### config.mk
export PLATFORM = sky130hd
export DESIGN_NAME = rgb_led_pwm_array
export DESIGN_NICKNAME = d
export VERILOG_FILES = /design/src/rtl/rgb_led_pwm_array.sv
export SDC_FILE = /design/constraint.sdc
export NUM_CORES = 1
export LEC_CHECK = 0
export ABC_AREA = 1
export BUFFER_PORTS_ARGS = -buffer_cell sky130_fd_sc_hd__buf_2
export CAP_MARGIN = 10
export CORE_ASPECT_RATIO = 0.8
export CORE_MARGIN = 1
export CORE_UTILIZATION = 40
export DETAILED_ROUTE_END_ITERATION = 10
export PLACE_DENSITY = 0.54
export SYNTH_ARGS = -nofsm -noshare
export SYNTH_HDL_FRONTEND = slang
export SYNTH_SLANG_ARGS = --single-unit
export TNS_END_PERCENT = 30
### constraint.sdc
create_clock -name clk -period 3.45 [get_ports clk]
set_input_delay 0.5175 -clock clk [delete_from_list [all_inputs] [get_ports clk]]
set_output_delay 0.5175 -clock clk [all_outputs]
set_load 0.1 [all_outputs]
### src/rtl/rgb_led_pwm_array.sv
// rgb_led_pwm_array: drives NUM_LED RGB LEDs from an 8-entry colour preset
// table selected by edge-detected button presses. Each colour channel has its
// own PWM duty. Modes: STATIC (instant change), FADE (linear ramp toward the
// new colour) and CHASE (one lit LED rotating around the array).
//
// Handshake: there is none. Buttons are level inputs sampled on every rising
// edge; only a 0->1 transition counts as a press.
module rgb_led_pwm_array #(
    parameter int NUM_LED   = 4,
    parameter int PWM_BITS  = 8,
    parameter int FADE_DIV  = 1000,
    parameter int CHASE_DIV = 250000
) (
    input  logic               clk,
    input  logic               rst,
    input  logic [7:0]         btn,
    input  logic [1:0]         mode,
    output logic [NUM_LED-1:0] led_signal_R,
    output logic [NUM_LED-1:0] led_signal_G,
    output logic [NUM_LED-1:0] led_signal_B,
    output logic               fade_busy,
    output logic [2:0]         sel
);

    typedef enum logic [1:0] {
        MODE_STATIC     = 2'b00,
        MODE_FADE       = 2'b01,
        MODE_CHASE      = 2'b10,
        MODE_STATIC_ALT = 2'b11
    } mode_e;

    localparam int FADE_W  = (FADE_DIV  > 1) ? $clog2(FADE_DIV)  : 1;
    localparam int CHASE_W = (CHASE_DIV > 1) ? $clog2(CHASE_DIV) : 1;
    localparam int IDX_W   = (NUM_LED   > 1) ? $clog2(NUM_LED)   : 1;

    localparam logic [PWM_BITS-1:0] MAX        = PWM_BITS'((1 << PWM_BITS) - 1);
    localparam logic [PWM_BITS-1:0] PWM_LAST   = PWM_BITS'((1 << PWM_BITS) - 2);
    localparam logic [FADE_W-1:0]   FADE_LAST  = FADE_W'(FADE_DIV - 1);
    localparam logic [CHASE_W-1:0]  CHASE_LAST = CHASE_W'(CHASE_DIV - 1);
    localparam logic [IDX_W-1:0]    IDX_LAST   = IDX_W'(NUM_LED - 1);

    // Channel index 0 = red, 1 = green, 2 = blue.
    logic [7:0]                    btn_prev_q, btn_prev_d;
    logic                          armed_q, armed_d;
    logic [2:0]                    sel_q, sel_d;
    logic [2:0][PWM_BITS-1:0]      tgt_q, tgt_d;
    logic [2:0][PWM_BITS-1:0]      cur_q, cur_d;
    logic [2:0][PWM_BITS-1:0]      act_q, act_d;
    logic [PWM_BITS-1:0]           pwm_cnt_q, pwm_cnt_d;
    logic [FADE_W-1:0]             fade_cnt_q, fade_cnt_d;
    logic [CHASE_W-1:0]            chase_cnt_q, chase_cnt_d;
    logic [IDX_W-1:0]              chase_idx_q, chase_idx_d;
    logic                          chase_mode_q, chase_mode_d;
    logic [2:0][NUM_LED-1:0]       led_q, led_d;

    mode_e               mode_dec;
    logic                is_fade, is_chase;
    logic [7:0]          press;
    logic                hit;
    logic [2:0]          hit_idx;
    logic [2:0]          rgb;
    logic [NUM_LED-1:0]  mask;

    // Preset colour as {R,G,B} on/off bits.
    function automatic logic [2:0] preset_rgb(input logic [2:0] idx);
        case (idx)
            3'd0:    preset_rgb = 3'b100;
            3'd1:    preset_rgb = 3'b010;
            3'd2:    preset_rgb = 3'b001;
            3'd3:    preset_rgb = 3'b110;
            3'd4:    preset_rgb = 3'b011;
            3'd5:    preset_rgb = 3'b101;
            3'd6:    preset_rgb = 3'b111;
            default: preset_rgb = 3'b000;
        endcase
    endfunction

    // One fade step of a single channel toward its target.
    function automatic logic [PWM_BITS-1:0] step_toward(input logic [PWM_BITS-1:0] c,
                                                        input logic [PWM_BITS-1:0] t);
        if (c < t)      step_toward = c + 1'b1;
        else if (c > t) step_toward = c - 1'b1;
        else            step_toward = c;
    endfunction

    // Next-state logic: press detect, colour targets, fade, PWM and chase.
    always_comb begin
        mode_dec     = mode_e'(mode);
        is_fade      = (mode_dec == MODE_FADE);
        is_chase     = (mode_dec == MODE_CHASE);

        btn_prev_d   = btn;
        armed_d      = 1'b1;
        sel_d        = sel_q;
        tgt_d        = tgt_q;
        cur_d        = cur_q;
        act_d        = act_q;
        pwm_cnt_d    = pwm_cnt_q + 1'b1;
        fade_cnt_d   = '0;
        chase_cnt_d  = '0;
        chase_idx_d  = '0;
        chase_mode_d = is_chase;
        mask         = '1;
        hit          = 1'b0;
        hit_idx      = 3'd0;
        rgb          = 3'b000;

        // A button already held when reset releases is not treated as a press.
        press = armed_q ? (btn & ~btn_prev_q) : 8'h00;
        for (int i = 7; i >= 0; i--) begin
            if (press[i]) begin
                hit     = 1'b1;
                hit_idx = 3'(i);
            end
        end
        if (hit) begin
            sel_d    = hit_idx;
            rgb      = preset_rgb(hit_idx);
            tgt_d[0] = rgb[2] ? MAX : '0;
            tgt_d[1] = rgb[1] ? MAX : '0;
            tgt_d[2] = rgb[0] ? MAX : '0;
        end

        // A press restarts the step timer so a full ramp takes exactly
        // MAX*FADE_DIV cycles from the press; outside FADE current follows
        // target one cycle later.
        if (is_fade) begin
            if (hit) begin
                fade_cnt_d = '0;
            end else if (fade_cnt_q == FADE_LAST) begin
                fade_cnt_d = '0;
                for (int ch = 0; ch < 3; ch++) begin
                    cur_d[ch] = step_toward(cur_q[ch], tgt_q[ch]);
                end
            end else begin
                fade_cnt_d = fade_cnt_q + 1'b1;
            end
        end else begin
            cur_d = tgt_q;
        end

        // Duty is only taken over at the period boundary to avoid glitches.
        if (pwm_cnt_q == PWM_LAST) begin
            pwm_cnt_d = '0;
            act_d     = cur_q;
        end

        // Chase position; cleared on the edge that enters CHASE.
        if (is_chase && chase_mode_q) begin
            chase_idx_d = chase_idx_q;
            if (chase_cnt_q == CHASE_LAST) begin
                chase_idx_d = (chase_idx_q == IDX_LAST) ? '0 : chase_idx_q + 1'b1;
            end else begin
                chase_cnt_d = chase_cnt_q + 1'b1;
            end
        end
        if (is_chase) begin
            for (int k = 0; k < NUM_LED; k++) begin
                mask[k] = (chase_idx_d == IDX_W'(k));
            end
        end

        // Outputs registered against the next counter/duty so they line up.
        for (int ch = 0; ch < 3; ch++) begin
            led_d[ch] = (pwm_cnt_d < act_d[ch]) ? mask : '0;
        end
    end

    // State register with synchronous active-low reset.
    always_ff @(posedge clk) begin
        if (!rst) begin
            btn_prev_q   <= '0;
            armed_q      <= 1'b0;
            sel_q        <= 3'd7;
            tgt_q        <= '0;
            cur_q        <= '0;
            act_q        <= '0;
            pwm_cnt_q    <= '0;
            fade_cnt_q   <= '0;
            chase_cnt_q  <= '0;
            chase_idx_q  <= '0;
            chase_mode_q <= 1'b0;
            led_q        <= '0;
        end else begin
            btn_prev_q   <= btn_prev_d;
            armed_q      <= armed_d;
            sel_q        <= sel_d;
            tgt_q        <= tgt_d;
            cur_q        <= cur_d;
            act_q        <= act_d;
            pwm_cnt_q    <= pwm_cnt_d;
            fade_cnt_q   <= fade_cnt_d;
            chase_cnt_q  <= chase_cnt_d;
            chase_idx_q  <= chase_idx_d;
            chase_mode_q <= chase_mode_d;
            led_q        <= led_d;
        end
    end

    assign led_signal_R = led_q[0];
    assign led_signal_G = led_q[1];
    assign led_signal_B = led_q[2];
    assign sel          = sel_q;
    assign fade_busy    = (cur_q[0] != tgt_q[0]) | (cur_q[1] != tgt_q[1]) |
                          (cur_q[2] != tgt_q[2]);

endmodule
* Word-level counts from Yosys, hierarchy flattened *
Index checks and enable logic that the tools add are counted.
Widths: inputs -> output; s select.

storage, ports and cells
  bits in registers = 135
  bits in latches = 0
  RAM bits = 0
  ROM bits = 0
  input bits = 12
  output and inout bits = 16
  logic and storage cells = 118
  memories = 0

cells by class
  add/subtract/negate cells = 10
  multipliers = 0
  div/mod/pow operators = 0
  $lt $le $gt $ge = 9
  equal/unequal tests = 23
  shift operators = 0
  muxes and demuxes = 38
  bitwise logic cells = 7
  reductions and logical operators = 11

operator list
  operator               count
  $mux 24                4
  $mux 8                 11
  $lt 8x8->1             6
  $add 8x1->8 const B    4
  $mux 3                 9
  $gt 8x8->1             3
  $ne 8x8->1             3
  $sub 8x1->8 const B    3
  $pmux 3 s7             1
  $add 18x1->18 const B  1
  $eq 18x18->1 const B   1
  $add 10x1->10 const B  1
  $eq 10x10->1 const B   1
  $eq 3x3->1 const B     3
  $mux 1                 9
  $ne 3x1->1 const B     3
  $reduce_and 3->1       3
  $and 8x8->8            1
  $eq 2x2->1 const B     4
  $eq 8x8->1 const B     1
  $not 8->8              1
  $eq 3x2->1 const B     2
  $mux 2                 3
  $reduce_and 2->1       3
  13 further kinds       17

* Depth between registers and ports, before layout *
Gate-level depths: netlist of the first run.

  word-level depth = 15
  gate-level depth with buffers = 17
  depth with buffers taken out = 17

* Least setup slack after synthesis of the first run *
No wires, ideal clock.

  path kind = reg2reg
  start = register tgt_q[6] (netlist bit)
  end = register cur_q[6] (netlist bit)
  library setup time = 0.117 ns
  arrival = 2.466 ns
  required time = 3.333 ns
  slack = 0.867 ns
  stages on the path, launching flop included = 17
  buffers on the path = 0
  clock period less this slack = 2.583 ns
  path through = dfxtp_1 inv_1 ha_1 a21oi_1 nor2_1 nor3_1 nand2_1 ha_1 a21oi_1 nand2_1 nand2_1 nand2_1 a21oi_1 xor2_1 nor2_1 nor2_1 nor2_1

on the way
  longest elaborated chain between the ends = 5
  elaborated cells on any way between the ends = 8
  those cells by class = 2 x order compare; 1 x eq/ne; 4 x mux; 1 x reduce/logical

ends and longest elaborated chain
  item                      RTL line  RTL
  start: declaration        46        logic [2:0][PWM_BITS-1:0] tgt_q, tgt_d;
  start signal: assignment  188       tgt_q <= tgt_d;
  $lt 8x8->1                81        if (c < t) step_toward = c + 1'b1;
  $mux 8                    81
  $mux 24                   130       end else if (fade_cnt_q == FADE_LAST) begin
  $mux 24                   128       if (hit) begin
  $mux 24                   127       if (is_fade) begin
  end signal: assignment    189       cur_q <= cur_d;
  end: declaration          47        logic [2:0][PWM_BITS-1:0] cur_q, cur_d;

Several ways; a longest one is shown, not always the timed one. The select of a mux whose other input is x is not followed.
A chain may end at the register's enable or synchronous reset.

* Final worst setup path of the first run *
  start = register tgt_q[22] (netlist bit)
  end = output port fade_busy

on the way
  longest elaborated chain between the ends = 2

ends and longest elaborated chain
  item              RTL line  RTL
  $ne 8x8->1        205       (cur_q[2] != tgt_q[2]);
  $or 1x1->1        204       assign fade_busy = (cur_q[0] != tgt_q[0]) | (cur_q[1] != tgt_q[1]) |
  end: declaration  21        output logic fade_busy,

No other way between the ends.

==> metrics, run 1 <==
status=complete, no violations; gpl congestion=between 0.8 and 0.9; crit-path cells=inv_1, ha_1, nand2_1, nor4_1, nand3_1, buf_2; Hold Startpoint=mode[0]; max-cap viol count=0; slowest CP cell=nor4_1; worst rel slew slack=51.5%; Die Span Y=115 um; Tmin final=2.96 ns; unrepaired setup endpoints after global routing=false; hold path depth=2; CTS root buf=clkbuf_16; cell row count=41; critical path type=flop to output port; P&R area growth vs syn=15.4%; critical path arrival=around 2.4 ns; Hold Crit Endpoint=chase_mode_q$_SDFF_PN0_; compound-cell area share of the yosys netlist=between 10% and 20%; global-route wire length before repair=~24 mm; CTS max path bufs=2; Post-Synth XOR/XNOR Area=2.59%; Cell Pwr Density=601 nW/um2; Die X=144 um; TritonCTS Buffers=17; setup TNS=0 ns; Worst-path clk slew=around 0.05 ns; Critical R2R Capture=cur_q[6]$_SDFFE_PN0P_; worst r2r path cells=16; mapped cell area=~6400 um2; footprint of the multi-input gates=3780 um2; IO Pins=28; Critical Path Sink Type=output port; Post-Route WL=between 10 and 15 mm; critical path required time=2.93 ns; Mapped Nets=~950; antenna viol nets, final=0; largest net degree at the start of global routing=35; drt pass-1 iters=5; distinct cell type count after synthesis=40; grt ovf=0; Min-Delay Path Class=primary input to flop; cells after synthesis=865; layout filler cell count=1593; worst skew pair latency=0.42 ns; leakage=0.00353 uW; number of global-route vias before repair=4871; FF/Latch Area=2280 um2; Core Box Area=15700 um2; Yosys reg bits=about 110; Post-CTS Hold Buffers=0; kind of start point of the critical path=flop; Worst Tran Pin Value=0.721 ns; CP peak stage delay=0.66 ns; Worst VDD drop=~370 uV; n_diodes=0; fin crit share=85.7%; Max Clock Freq=0.338 GHz; fin nets=985; mux contribution to synthesized area=2.80%; DRC violations left=0; CP delay by family, top=simple AND/OR/NAND/NOR gates; simple logic cell fraction of the synthesized area=28.9%; FF-to-FF setup slack=~0.57 ns; Worst Path Buf+Inv=2; worst r2r src=tgt_q[6]$_SDFFE_PN0P_; main combinational cell family by area after synthesis=simple AND/OR/NAND/NOR gates; post-synthesis sequential area ratio=roughly 35%; share of cells above drive strength 1=10.6%; die area=16600 um2; initial antenna violation count=0; YS warnings=0; Hold Fails Final Rpt=0; port bufs=27; Post-Synth Adder-Cell Area=roughly 14%; syn avg cell area=roughly 7.4 um2; Design Power=4460 uW; Post-synth EDFFs=0; total track usage=18.8%; DR vias=5411; WL/cell=12.5 um; Setup violations, final=0; Main synth FF type=dfxtp_1; Initial Util=40.9%; post_cts resized=0; Via-to-Cell Ratio=around 4.8; worst-path fanout max=9; H-tree Lvls=4; Post-CTS Setup Repair Bufs=0; initial drt markers=233; Async S/R FF share, synth=0%; DP HPWL=between 10 and 15 mm; CTS tree=built; Worst Skew=0.0211 ns; Clock Sinks=114; fin. max-slew vios=0; Post-Route Utilization=47.2%
## layer usage
| layer | up-vias | routed length [um] | track usage (%) |
|---|---|---|---|
| li1 | 2951 | - | - |
| met1 | 2381 | 7930 | 27.8 |
| met2 | 67 | 5530 | 26.7 |
| met3 | 12 | 557 | 4.46 |
| met4 | 0 | 136 | 5.96 |
| met5 | - | 0 | 0 |
## registers in the layout, indices dropped and copies added (netlist names)
signal,flops
tgt_q,3
armed_q,1
led_signal_R,4
sel,3
pwm_cnt_q,8
led_signal_G,4
chase_mode_q,1
chase_idx_q,2
cur_q,24
act_q,24
led_signal_B,4
fade_cnt_q,10
chase_cnt_q,18
btn_prev_q,8
## layout by cell type, fill, tap and decap left out, drive strengths merged
master / instances
nor4: 6
dfxtp: 114
o21bai: 1
xor2: 9
or2: 3
clkinv: 5
a211oi: 4
fa: 3
o21ai: 37
o21a: 7
ha: 69
clkbuf: 22
o211ai: 4
o31ai: 1
nand3b: 4
and3: 1
nor2: 154
nand2: 179
xnor2: 10
nand4: 11
inv: 82
clkinvlp: 1
a21oi: 60
buf: 31
nor3: 23
bufinv: 4
a31oi: 5
mux2i: 18
nor3b: 7
nand3: 39
## worst max path at each step
stage,start,endpoint,cells past startpoint
2_1_floorplan,tgt_q[6]$_SDFFE_PN0P_,cur_q[6]$_SDFFE_PN0P_,16
3_3_place_gp,tgt_q[6]$_SDFFE_PN0P_,cur_q[6]$_SDFFE_PN0P_,16
3_5_place_dp,tgt_q[14]$_SDFFE_PN0P_,cur_q[14]$_SDFFE_PN0P_,15
4_1_cts,tgt_q[22]$_SDFFE_PN0P_,fade_busy,6
5_1_grt,tgt_q[14]$_SDFFE_PN0P_,cur_q[14]$_SDFFE_PN0P_,15
6_report,tgt_q[22]$_SDFFE_PN0P_,fade_busy,6
## area by class of cell
class	count	area share, %
clock buffers	22	6.25
repair buffers	31	2.22
multi-input cells	655	50.9
flip-flops and latches	114	30.7
clock inverters	10	2.11
well taps	215	3.62
inverters	82	4.14
## worst reg2reg max path: cells and delay by family, from the launching register on
| family | cells | cell delay [ns] |
|---|---|---|
| buf+inv | 1 | 0.15 |
| flops | 1 | 0.35 |
| simple gates | 9 | 0.92 |
| compound gates | 3 | 0.44 |
| xor+xnor | 1 | 0.15 |
| fa+ha+maj | 2 | 0.77 |
## through the flow
| stage | setup slack, ns | hold slack (ns) | instance area (um2) | std cells |
|---|---|---|---|---|
| 6_report | 0.495 | 0.285 | 7430 | 1129 |
| 3_3_place_gp | 0.669 | 0.432 | 6810 | 1097 |
| 3_5_place_dp | 0.614 | 0.438 | 6810 | 1097 |
| 2_1_floorplan | 0.867 | 0.418 | 6440 | 865 |
| 5_1_grt | 0.253 | 0.277 | 7430 | 1129 |
| 4_1_cts | 0.465 | 0.274 | 7430 | 1129 |
## cells in the mapped netlist (11+ instances only)
library cell    n  area [um2]
nand3_1        38         190
nand4_1        11        68.8
nor3_1         19        95.1
dfxtp_1       114        2280
inv_2          11        41.3
mux2i_1        18         180
ha_1           69         863
nor2_1        148         556
a21oi_1        60         300
o21ai_0        36         180
nand2_1       169         634
inv_1          71         267
## power by group
| part | internal (uW) | switching [uW] | total (uW) |
|---|---|---|---|
| clock network | 1240 | 614 | 1860 |
| registers | 1390 | 70.5 | 1460 |
| logic | 388 | 753 | 1140 |
## logic make-up after synthesis
group | Yosys count
compound gates | 119
xor+xnor | 19
fa+ha+maj | 72
buf+inv | 96
flops | 114
mux | 18
simple gates | 427
Power figures use the tool's default switching activity.
==> run 2, diff against run 1 <==
--- a/config.mk
+++ b/config.mk
@@ -10,9 +10,10 @@
 export CAP_MARGIN = 10
 export CORE_ASPECT_RATIO = 0.8
 export CORE_MARGIN = 1
-export CORE_UTILIZATION = 40
+export CORE_UTILIZATION = 62
 export DETAILED_ROUTE_END_ITERATION = 10
-export PLACE_DENSITY = 0.54
+export PLACE_DENSITY = 0.78
+export REMOVE_ABC_BUFFERS = 1
 export SYNTH_ARGS = -nofsm -noshare
 export SYNTH_HDL_FRONTEND = slang
 export SYNTH_SLANG_ARGS = --single-unit
==> run 2 against run 1 <==
- via count up 9.0%
- non-clock buffer count up 1
- utilization grew 27 points
- sequential power is essentially flat
- critical endpoint is now cur_q[6]$_SDFFE_PN0P_
==> metrics, run 2 (synthesized netlist as in run 1, its figures left out) <==
total track usage=30.1% (+11 points); Max Clock Freq=0.315 GHz (-6.8%); largest net degree at the start of global routing=35 (unchanged); CTS max path bufs=2 (unchanged); Die Span Y=93.1 um (-19%); gpl congestion=0.856 (+5.7%); fin. max-slew vios=0 (unchanged); cell row count=32 (-22%); GRT Max-Usage Layer=met2; leakage=0.00350 uW (-0.72%); Post-CTS Hold Buffers=0 (unchanged); DR vias=5900 (+9.0%); fin nets=986 (+0.10%); antenna viol nets, final=0 (unchanged); Setup violations, final=0 (unchanged); number of global-route vias before repair=5603 (+15%); DRC violations left=0 (unchanged); layout filler cell count=778 (-51%); grt ovf=0 (unchanged); Worst Skew=0.00789 ns (-0.0132 ns); initial antenna violation count=0 (unchanged); Tmin final=3.17 ns (+0.217 ns); TritonCTS Buffers=17 (unchanged); met2 global-route usage=50.9% (+24 points); met1 usage=36.7% (+9.0 points); Worst-path clk slew=0.06 ns (about the same); drt pass-1 iters=5 (unchanged); Post-CTS Setup Repair Bufs=0 (unchanged); unrepaired setup endpoints after global routing=false; Clock Sinks=114 (unchanged); IO Pins=28 (unchanged); critical path arrival=3.48 ns (+1.04 ns); most common cell after layout, fill and taps aside=nand2_1; pre-CTS setup slack=0.539 ns (-0.0748 ns); Die X=116 um (-19%); share of cells above drive strength 1=11.0% (+0.43 points); H-tree Lvls=4 (unchanged); setup TNS=0 ns (unchanged); Hold Fails Final Rpt=0 (unchanged); port bufs=27 (unchanged); critical path type=flop to flop; commonest cells after routing, fill and taps aside=nand2_1, nor2_1, dfxtp_1; worst rel slew slack=54.9% (+3.4 points); fin crit share=91.9% (+6.3 points); worst-path fanout max=9 (unchanged); WL/cell=14.5 um (+16%); Cell Pwr Density=596 nW/um2 (-0.71%); FF/Latch Area=2280 um2 (unchanged); Worst VDD drop=440 uV (+20%); global-route wire length before repair=25.1 mm (+4.7%); Worst Tran Pin Value=0.670 ns (-0.0510 ns); critical path required time=3.76 ns (+0.83 ns); kind of start point of the critical path=flop; post_cts resized=0 (unchanged); Core Box Area=9850 um2 (-37%); CTS tree=built; status=complete, no violations; Post-Route WL=15.3 mm (+7.8%); n_diodes=0 (unchanged); P&R area growth vs syn=13.4%; Critical Path Sink Type=flop; DP HPWL=10.8 mm (+4.3%); Min-Delay Path Class=primary input to flop; CTS root buf=clkbuf_16; worst skew pair latency=0.42 ns (about the same); Via-to-Cell Ratio=5.61 (+17%); die area=10800 um2 (-35%); footprint of the multi-input gates=3780 um2 (unchanged); Top Registers=act_q (24), cur_q (24), chase_cnt_q (18); initial drt markers=414 (+78%); Initial Util=65.4% (+24 points); max-cap viol count=0 (unchanged); final worst setup slack=0.278 ns (-0.217 ns); met3 usage=6.29% (+1.8 points)
[run 2: cell type report]
class                           count  share of cell area (%)
Sequential cell                   114                    31.3
Timing Repair Buffer               32                    2.37
Inverter                           82                    4.22
Clock buffer                       21                    6.58
Clock inverter                     11                    1.42
Multi-Input combinational cell    655                    51.8
Tap cell                          136                    2.33
[run 2: path summary, 6_finish.rpt]
check | from | end | slack, ns | cells after the start
setup reg to reg | tgt_q[6]$_SDFFE_PN0P_ | cur_q[6]$_SDFFE_PN0P_ | 0.28 | 16
hold / removal | btn[2] | btn_prev_q[2]$_SDFF_PN0_ | 0.29 | 3
hold reg to reg | fade_cnt_q[0]$_SDFF_PP0_ | fade_cnt_q[0]$_SDFF_PP0_ | 0.45 | 1
setup / recovery | tgt_q[6]$_SDFFE_PN0P_ | cur_q[6]$_SDFFE_PN0P_ | 0.28 | 16
[run 2: power breakdown]
group | internal, uW | switching [uW]
registers | 1390 | 75.1
clock network | 1070 | 636
logic | 394 | 789
[run 2: layer usage]
layer | vias to the layer above | share of wire [%]
met5 | - | 0
met4 | 0 | 2.3
met3 | 35 | 5.0
met2 | 147 | 47
met1 | 2770 | 46
li1 | 2948 | -
[run 2: per-stage QoR]
stage	total power [uW]	util (%)	hold slack [ns]	area (um2)	instances
finish	4350	74.1	0.289	7300	1051
global route	4560	74.1	0.300	7300	1051
CTS	4340	74.1	0.286	7300	1051
detailed placement	2640	68.2	0.438	6720	1019
global placement	2580	68.2	0.427	6720	1019
floorplan	2400	-	0.418	6370	851
[run 2: worst max-delay path, cell delays in order (launching register included)]
cell and delay (ns):
dfxtp_1 0.36, inv_1 0.17, ha_1 0.36, a21oi_1 0.14
nor2_1 0.08, nor3_1 0.31, nand2_1 0.34, ha_1 0.43
a21oi_1 0.16, nand2_1 0.07, nand2_1 0.08, nand2_1 0.05
a21oi_1 0.16, xor2_1 0.17, nor2_1 0.05, nor2_1 0.08
nor2_1 0.04
